[config.mk]
export PLATFORM = sky130hd
export DESIGN_NAME = pc_fetch_ctrl
export DESIGN_NICKNAME = d
export VERILOG_FILES = /design/src/rtl/pc_fetch_pkg.sv /design/src/rtl/pc_next_sel.sv /design/src/rtl/pc_fetch_ctrl.sv
export SDC_FILE = /design/constraint.sdc
export NUM_CORES = 1
export LEC_CHECK = 0
export ABC_AREA = 1
export BUFFER_PORTS_ARGS = -buffer_cell sky130_fd_sc_hd__buf_2
export CAP_MARGIN = 20
export CORE_MARGIN = 1
export CORE_UTILIZATION = 35
export CTS_BUF_LIST = sky130_fd_sc_hd__clkbuf_2 sky130_fd_sc_hd__clkbuf_4 sky130_fd_sc_hd__clkbuf_8
export CTS_CLUSTER_DIAMETER = 40
export CTS_CLUSTER_SIZE = 25
export DETAILED_ROUTE_END_ITERATION = 8
export MAX_ROUTING_LAYER = met4
export PLACE_DENSITY = 0.71
export SYNTH_ARGS = -nofsm -noshare
export SYNTH_HDL_FRONTEND = slang
export SYNTH_SLANG_ARGS = --single-unit
[constraint.sdc]
create_clock -name clk -period 10.3 [get_ports clk]
set_input_delay 2.06 -clock clk [delete_from_list [all_inputs] [get_ports clk]]
set_output_delay 2.06 -clock clk [all_outputs]
set_load 0.05 [all_outputs]
[src/rtl/pc_fetch_pkg.sv]
// pc_fetch_pkg: fetch FSM state encoding and address constants for pc_fetch_ctrl.
package pc_fetch_pkg;
  typedef enum logic [1:0] {IDLE, REQ, WAIT, HOLD} state_t;
  localparam logic [31:0] RESET_PC_DEF = 32'h0000_0000;
  localparam logic [31:0] TRAP_VEC_DEF = 32'h0000_0080;
  localparam logic [31:0] PC_STEP = 32'd4;
endpackage

[src/rtl/pc_next_sel.sv]
// pc_next_sel: next fetch address, priority jump > branch > sequential pc+4.
module pc_next_sel
  import pc_fetch_pkg::*;
(
  input  logic [31:0] pc,
  input  logic        jump,
  input  logic [31:0] jump_target,
  input  logic        br_taken,
  input  logic [31:0] br_target,
  output logic [31:0] next_pc
);
  always_comb
    next_pc = jump ? {jump_target[31:2], 2'b00} : br_taken ? {br_target[31:2], 2'b00} : pc + PC_STEP;
endmodule

[src/rtl/pc_fetch_ctrl.sv]
// pc_fetch_ctrl: instruction fetch FSM with redirect, hold/stall and ack timeout.
// Define PC_FETCH_TRAP_EN to add the trap input and epc output.
module pc_fetch_ctrl
  import pc_fetch_pkg::*;
#(
  parameter logic [31:0] RESET_PC = RESET_PC_DEF,
  parameter logic [31:0] TRAP_VEC = TRAP_VEC_DEF,
  parameter int          WAIT_MAX = 16
) (
  input  logic        clk,
  input  logic        rst,
  input  logic        stall,
  input  logic        jump,
  input  logic [31:0] jump_target,
  input  logic        br_taken,
  input  logic [31:0] br_target,
  output logic        imem_req,
  output logic [31:0] imem_addr,
  input  logic        imem_ack,
  input  logic [31:0] imem_rdata,
  output logic [31:0] inst,
  output logic        inst_valid,
  output logic [31:0] pc,
  output logic        err
`ifdef PC_FETCH_TRAP_EN
  ,
  input  logic        trap,
  output logic [31:0] epc
`endif
);
  localparam int CW = $clog2(WAIT_MAX) + 1;
  state_t        state_q, state_d;
  logic [31:0]   addr_q, addr_d, inst_q, inst_d, pc_q, pc_d, next_pc;
  logic          valid_q, valid_d, err_q, err_d, consume;
  logic [CW-1:0] cnt_q, cnt_d;
`ifdef PC_FETCH_TRAP_EN
  logic [31:0]   epc_q, epc_d;
`endif
  assign consume    = valid_q && !stall;
  assign imem_req   = (state_q == REQ) || (state_q == WAIT);
  assign imem_addr  = addr_q;
  assign inst       = inst_q;
  assign inst_valid = valid_q;
  assign pc         = pc_q;
  assign err        = err_q;
  pc_next_sel u_next (
    .pc         (pc_q),
    .jump       (jump),
    .jump_target(jump_target),
    .br_taken   (br_taken),
    .br_target  (br_target),
    .next_pc    (next_pc)
  );
  always_comb begin
    state_d = state_q;
    addr_d  = addr_q;
    inst_d  = inst_q;
    pc_d    = pc_q;
    valid_d = valid_q;
    cnt_d   = cnt_q;
    err_d   = 1'b0;
`ifdef PC_FETCH_TRAP_EN
    epc_d   = epc_q;
`endif
    case (state_q)
      IDLE: state_d = REQ;
      REQ: begin
        state_d = WAIT;
        cnt_d   = '0;
      end
      WAIT: begin
        if (imem_ack) begin
          state_d = HOLD;
          inst_d  = imem_rdata;
          pc_d    = addr_q;
          valid_d = 1'b1;
        end else if (cnt_q == CW'(WAIT_MAX - 1)) begin
          // timeout: reissue the same address
          state_d = REQ;
          err_d   = 1'b1;
        end else begin
          cnt_d = cnt_q + 1'b1;
        end
      end
      HOLD: if (consume) begin
        state_d = REQ;
        valid_d = 1'b0;
        addr_d  = next_pc;
      end
      default: state_d = IDLE;
    endcase
`ifdef PC_FETCH_TRAP_EN
    if (trap) begin
      state_d = REQ;
      epc_d   = pc_q;
      valid_d = 1'b0;
      addr_d  = TRAP_VEC;
      err_d   = 1'b0;
    end
`endif
  end
  always_ff @(posedge clk or posedge rst)
    if (rst) begin
      state_q <= IDLE;
      addr_q  <= RESET_PC;
      inst_q  <= 32'h0;
      pc_q    <= RESET_PC;
      valid_q <= 1'b0;
      cnt_q   <= '0;
      err_q   <= 1'b0;
    end else begin
      state_q <= state_d;
      addr_q  <= addr_d;
      inst_q  <= inst_d;
      pc_q    <= pc_d;
      valid_q <= valid_d;
      cnt_q   <= cnt_d;
      err_q   <= err_d;
    end
`ifdef PC_FETCH_TRAP_EN
  always_ff @(posedge clk or posedge rst)
    if (rst) epc_q <= 32'h0;
    else     epc_q <= epc_d;
  assign epc = epc_q;
`endif
endmodule

==> flow_metrics.env, run 1 <==
export IMPL_ios=201
export IMPL_yosys_area_top_type="dfrtp_1"
export IMPL_final_common_cell="nand2_1"
export IMPL_fin_skew_ns=0.0104
export IMPL_maxSlewHeadroom_pct=29.0
export IMPL_antenna_found_initial=5
export IMPL_postPlaceCellArea_um2=6710
export IMPL_syn_inst=763
export IMPL_dp_slack_ns=5.81
export IMPL_cp_num_buf_inv=4
export IMPL_clkSinkCount=105
export IMPL_drt_iter0_markers=256
export IMPL_final_cell_mix="284 x nand2_1, 196 x buf_2, 105 x dfrtp_1"
export IMPL_path_cells="buf_2 -> nand2_2 -> buf_4 -> clkinv_1 -> buf_4 -> a21oi_1 -> o21ai_0 -> o21ai_0"
export IMPL_peakVddDrop_uv=179
export IMPL_crit_slowest_cell="clkinv_1"
export IMPL_fin_nets=1051
export IMPL_clk_latency_ns=0.39
export IMPL_fin_crit_ns=4.10
export IMPL_grt_pass1_vias=4981
export IMPL_htree_levels=3
export IMPL_dp_cells=1142
export IMPL_synth_edf_count=0
export IMPL_utilization_pct=45.4
export IMPL_track_usage_pct=20.5
export IMPL_die_h_um=128
export IMPL_crit_arrival_ns=4.41
export IMPL_crit_required_ns=10.61
export IMPL_synth_seq_area_share_pct=47.3
export IMPL_holdWs_ns=0.484
export IMPL_max_stage_delay_ns=0.69
export IMPL_crit_type="input port to flip-flop"
export IMPL_synth_area_leaders="dfrtp_1 47%, nand2_1 19%, nor2_1 5.9%"
export IMPL_die_w_um=128
export IMPL_ant_nets=0
export IMPL_clk_path_buf_depth=2
export IMPL_drt_wl_total_um=15800
export IMPL_slew_violations=0
export IMPL_worst_path_max_fanout=78
export IMPL_vias=5332
export IMPL_start_util_pct=36.2
export IMPL_cp_start_kind="input port"
export IMPL_rows=45
export IMPL_ys_warn_count=0
export IMPL_globalRouteOverflowTotal=0
export IMPL_p_total_mw=2.31
export IMPL_ctsHoldBuffers=0
export IMPL_pwr_density_cell_nw_per_um2=331
export IMPL_status="finished clean"
export IMPL_cts_buffers=9
export IMPL_die_area_um2=16400
export IMPL_grt_setup_unrepaired="false"
export IMPL_dpl_hpwl_um=11300
export IMPL_worst_slack_ns=6.20
export IMPL_layout_cells_non_filler=1164
export IMPL_dr_pass1_iters=4
export IMPL_io_buffers=196
export IMPL_max_cap_violations=0
export IMPL_fin_crit_sh_pct=39.8
export IMPL_cp_end_kind="flip-flop"
export IMPL_fmax_mhz=244
export IMPL_wire_per_inst_um=13.6
export IMPL_cts_root_buf="clkbuf_8"
export IMPL_final_hold_viol_count=0
export IMPL_flow_area_growth_from_synthesis_pct=25.7
export IMPL_grt_max_degree=79
export IMPL_synth_cell_types=31
export IMPL_synth_seq_cells=105
export IMPL_top_layer="met4"
export IMPL_cts_resized=0
export IMPL_clkTransAtPathRegs_ns=0.10
export IMPL_wl_met2_um=7330
export IMPL_hold_path_class="flip-flop to flip-flop"
export IMPL_ys_flop_type="dfrtp_1"
export IMPL_gp_congestion=0.905
export IMPL_grt_pass1_wl_um=25100
export IMPL_worst_pin_slew_ns=1.06
export IMPL_path_delay_family="buffers and inverters"
export IMPL_drive_gt1_share_pct=25.8
export IMPL_wl_met3_um=1160
export IMPL_post_cts_setup_buffers=0
export IMPL_vias_per_cell=4.58
export IMPL_setup_viol=0
export IMPL_yosysTopAreaCellShare_pct=47.3
export IMPL_met1_length_um=7000
export IMPL_synth_area_um2=5560
export IMPL_synth_async_reset_ratio_pct=100
export IMPL_cts_tree="done"
export IMPL_design_area_um2=6990
export IMPL_cellLeakagePower_nw=3.79
export IMPL_tns_ns=0
export IMPL_drc=0
export IMPL_core_area_um2=15400
export IMPL_reg2reg_slack_ns=7.27
export IMPL_synth_nets=871
export IMPL_synth_avg_cell_area_um2=7.29
==> kinds of logic after synthesis <==
kind of cell | share of synthesized area, %
DFF | 47.3
adders and majority gates | 1.35
xor gates and xnor gates | 1.73
and+or+nand+nor | 32.7
buffers and inverters | 7.16
AOI/OAI and AO/OA | 9.81
==> synthesized netlist by cell type (3+ instances only) <==
cell type	n
nand2_1	286
dfrtp_1	105
nor2_1	87
inv_1	68
o21ai_0	49
nand3_1	33
a21oi_1	32
clkbuf_1	24
xor2_1	9
nor2_4	8
a22oi_1	7
buf_2	6
ha_1	6
nand2_2	6
nor2_2	5
nor3_1	5
clkinv_1	3
o211ai_1	3
==> flip-flops by register name (all words and copies together), names as in the netlist <==
signal / flops
err: 1
imem_addr: 32
cnt_q: 5
pc: 32
inst: 32
inst_valid: 1
state_q: 2
==> report_power, final <==
part	leakage [nW]	switching (mW)	internal, mW	total (mW)
clock	0.115	0.152	0.161	0.313
combinational	2.38	0.960	0.282	1.24
sequential	1.29	0.163	0.592	0.755
==> per-layer routing <==
metal	global-route usage, %	vias up
li1	-	2735
met1	24.5	2428
met2	32.6	146
met3	5.88	23
met4	7.68	0
met5	-	-
==> worst register-to-register path, delay by kind of cell (launching register included) <==
family	cells	cell delay, ns
flip-flops	1	0.41
AO/OA/AOI/OAI	3	0.37
AND/OR/NAND/NOR	1	0.06
buffers and inverters	4	1.87
adder cells (fa/ha/maj)	1	0.24
==> worst paths after layout <==
path,cells past startpoint,from,end
worst max-delay path,8,imem_ack,inst_valid$_DFFE_PP0P_
worst min-delay path,2,inst[0]$_DFFE_PP0P_,inst[0]$_DFFE_PP0P_
worst max register to register,9,state_q[0]$_DFFE_PP0P_,inst_valid$_DFFE_PP0P_
worst min register to register,2,inst[0]$_DFFE_PP0P_,inst[0]$_DFFE_PP0P_
max in group asynchronous,3,rst,inst[1]$_DFFE_PP0P_
min in group asynchronous,2,rst,inst[3]$_DFFE_PP0P_
==> final cells by class <==
| type | count | area, um2 |
|---|---|---|
| Antenna cell | 5 | 12.5 |
| Clock buffer | 9 | 124 |
| Clock inverter | 7 | 119 |
| Fill cell | 1601 | 8390 |
| Inverter | 73 | 277 |
| Multi-Input combinational cell | 554 | 2540 |
| Sequential cell | 105 | 2630 |
| Tap cell | 211 | 264 |
| Timing Repair Buffer | 200 | 1020 |
Note: power is estimated with default switching activity, not from simulation.
==> run 2, diff against run 1 <==
==> constraint.sdc (replaced) <==
create_clock -name clk -period 4.2 [get_ports clk]
set_input_delay 0.84 -clock clk [delete_from_list [all_inputs] [get_ports clk]]
set_output_delay 0.84 -clock clk [all_outputs]
set_load 0.05 [all_outputs]
==> run 2 against run 1 <==
  * Utilization did not move
  * Via count fell by 0.21%
  * Highest routed layer unchanged
  * Global-route usage fell by 0.18 points
  * Register-to-register slack got worse by 4.9 ns
  * Final cell count rose by 0.34%
  * Largest power group unchanged
  * First-iteration DRC count rose by 16%
  * Worst hold slack got worse by 0.13 ns
  * Clock skew fell by 0.0021 ns
  * Wire length fell by 1.2%
  * Clock-buffer cell count rose by 1
  * Cell area did not move
  * Die area did not move
==> flow_metrics.env, run 2 (synthesized netlist as in run 1, its figures left out) <==
export IMPL_status="finished clean"
export IMPL_maxSlewHeadroom_pct=50.2
export IMPL_crit_slowest_cell="dfrtp_1"
export IMPL_cellLeakagePower_nw=3.79
export IMPL_hold_path_class="input port to asynchronous set/reset pin"
export IMPL_reg2reg_slack_ns=2.33
export IMPL_setup_viol=0
export IMPL_clkSinkCount=105
export IMPL_grt_pass1_vias=4958
export IMPL_crit_type="flip-flop to output pin"
export IMPL_max_cap_violations=0
export IMPL_drt_iter0_markers=298
export IMPL_dpl_hpwl_um=11400
export IMPL_max_stage_delay_ns=0.41
export IMPL_die_area_um2=16400
export IMPL_ios=201
export IMPL_grt_pass1_wl_um=24900
export IMPL_rows=45
export IMPL_gp_congestion=0.907
export IMPL_post_cts_setup_buffers=0
export IMPL_pwr_density_cell_nw_per_um2=795
export IMPL_fin_crit_ns=2.29
export IMPL_drive_gt1_share_pct=26.2
export IMPL_fin_skew_ns=0.00830
export IMPL_htree_levels=3
export IMPL_antenna_found_initial=5
export IMPL_die_h_um=128
export IMPL_cts_root_buf="clkbuf_8"
export IMPL_p_total_mw=5.55
export IMPL_clk_path_buf_depth=2
export IMPL_slew_violations=0
export IMPL_r2r_end="imem_addr[8]$_DFFE_PP0P_"
export IMPL_clk_latency_ns=0.38
export IMPL_ant_nets=0
export IMPL_final_cell_mix="284 x nand2_1, 196 x buf_2, 105 x dfrtp_1"
export IMPL_path_cells="inv_1 -> ha_1 -> inv_1 -> buf_2"
export IMPL_fin_nets=1055
export IMPL_grt_setup_unrepaired="false"
export IMPL_crit_arrival_ns=1.45
export IMPL_peakVddDrop_uv=400
export IMPL_globalRouteOverflowTotal=0
export IMPL_vias_per_cell=4.56
export IMPL_cts_tree="done"
export IMPL_tns_ns=0
export IMPL_flow_area_growth_from_synthesis_pct=25.7
export IMPL_track_usage_pct=20.3
export IMPL_ctsHoldBuffers=0
export IMPL_core_area_um2=15400
export IMPL_io_buffers=196
export IMPL_final_common_cell="nand2_1"
export IMPL_utilization_pct=45.4
export IMPL_worst_pin_slew_ns=0.747
export IMPL_dr_pass1_iters=5
export IMPL_cts_resized=0
export IMPL_final_hold_viol_count=0
export IMPL_cts_buffers=9
export IMPL_r2r_start="state_q[1]$_DFFE_PP0P_"
export IMPL_clkTransAtPathRegs_ns=0.11
export IMPL_fmax_mhz=437
export IMPL_worst_path_max_fanout=4
export IMPL_drt_wl_total_um=15600
export IMPL_worst_r2r_cell_count=5
export IMPL_fin_crit_sh_pct=54.5
export IMPL_crit_required_ns=3.36
export IMPL_vias=5321
export IMPL_drc=0
export IMPL_die_w_um=128
export IMPL_wire_per_inst_um=13.4
export IMPL_cp_end_kind="output pin"
export IMPL_cp_start_kind="flip-flop"
export IMPL_grt_max_degree=80
export IMPL_cpMostUsedCell="inv_1"
export IMPL_start_util_pct=36.2
==> run 2: through the flow <==
step                      std cells  hold WS [ns]  setup WS (ns)  instance area [um2]
after floorplan                 763         0.494          0.599                 5560
after global placement         1146         0.458           1.62                 6740
after detailed placement       1146         0.461           1.62                 6740
after CTS                      1162         0.490           1.88                 6950
after global routing           1168         0.321           1.83                 6990
final                          1168         0.352           1.91                 6990
==> run 2: where the power goes <==
group	leakage (nW)	switching [mW]	total (mW)	internal (mW)
Combinational	2.40	2.34	3.04	0.694
Clock	0.0985	0.369	0.662	0.293
Sequential	1.29	0.406	1.86	1.45
==> run 2: worst max-delay path by stage <==
stage | start | endpoint | slack (ns) | cells past startpoint
after detailed placement | jump | imem_addr[2]$_DFFE_PP0P_ | 1.62 | 5
after global routing | state_q[0]$_DFFE_PP0P_ | imem_req | 1.83 | 4
after floorplan | rst | cnt_q[0]$_DFFE_PP0P_ | 0.60 | 1
after CTS | state_q[0]$_DFFE_PP0P_ | imem_req | 1.88 | 4
after global placement | jump | imem_addr[2]$_DFFE_PP0P_ | 1.62 | 5
final | state_q[0]$_DFFE_PP0P_ | imem_req | 1.91 | 4
==> run 2: cell type report <==
cell class	instances	area (um2)
Fill cell	1584	8390
Sequential cell	105	2630
Multi-Input combinational cell	554	2540
Timing Repair Buffer	204	1060
Inverter	73	277
Tap cell	211	264
Clock buffer	10	138
Clock inverter	6	67.6
Antenna cell	5	12.5
==> run 2: routing by layer <==
metal	global-route usage [%]	wire, um	vias to the layer above
met5	-	0	-
met3	7.14	1330	13
met2	32.4	7330	172
met1	24.3	6750	2392
li1	-	-	2744
met4	5.54	208	0
==> run 2: worst max-delay path, delay by kind of cell (launching register included) <==
family | cells | cell delay [ns]
buf+inv | 3 | 0.38
fa+ha+maj | 1 | 0.28
flops | 1 | 0.41
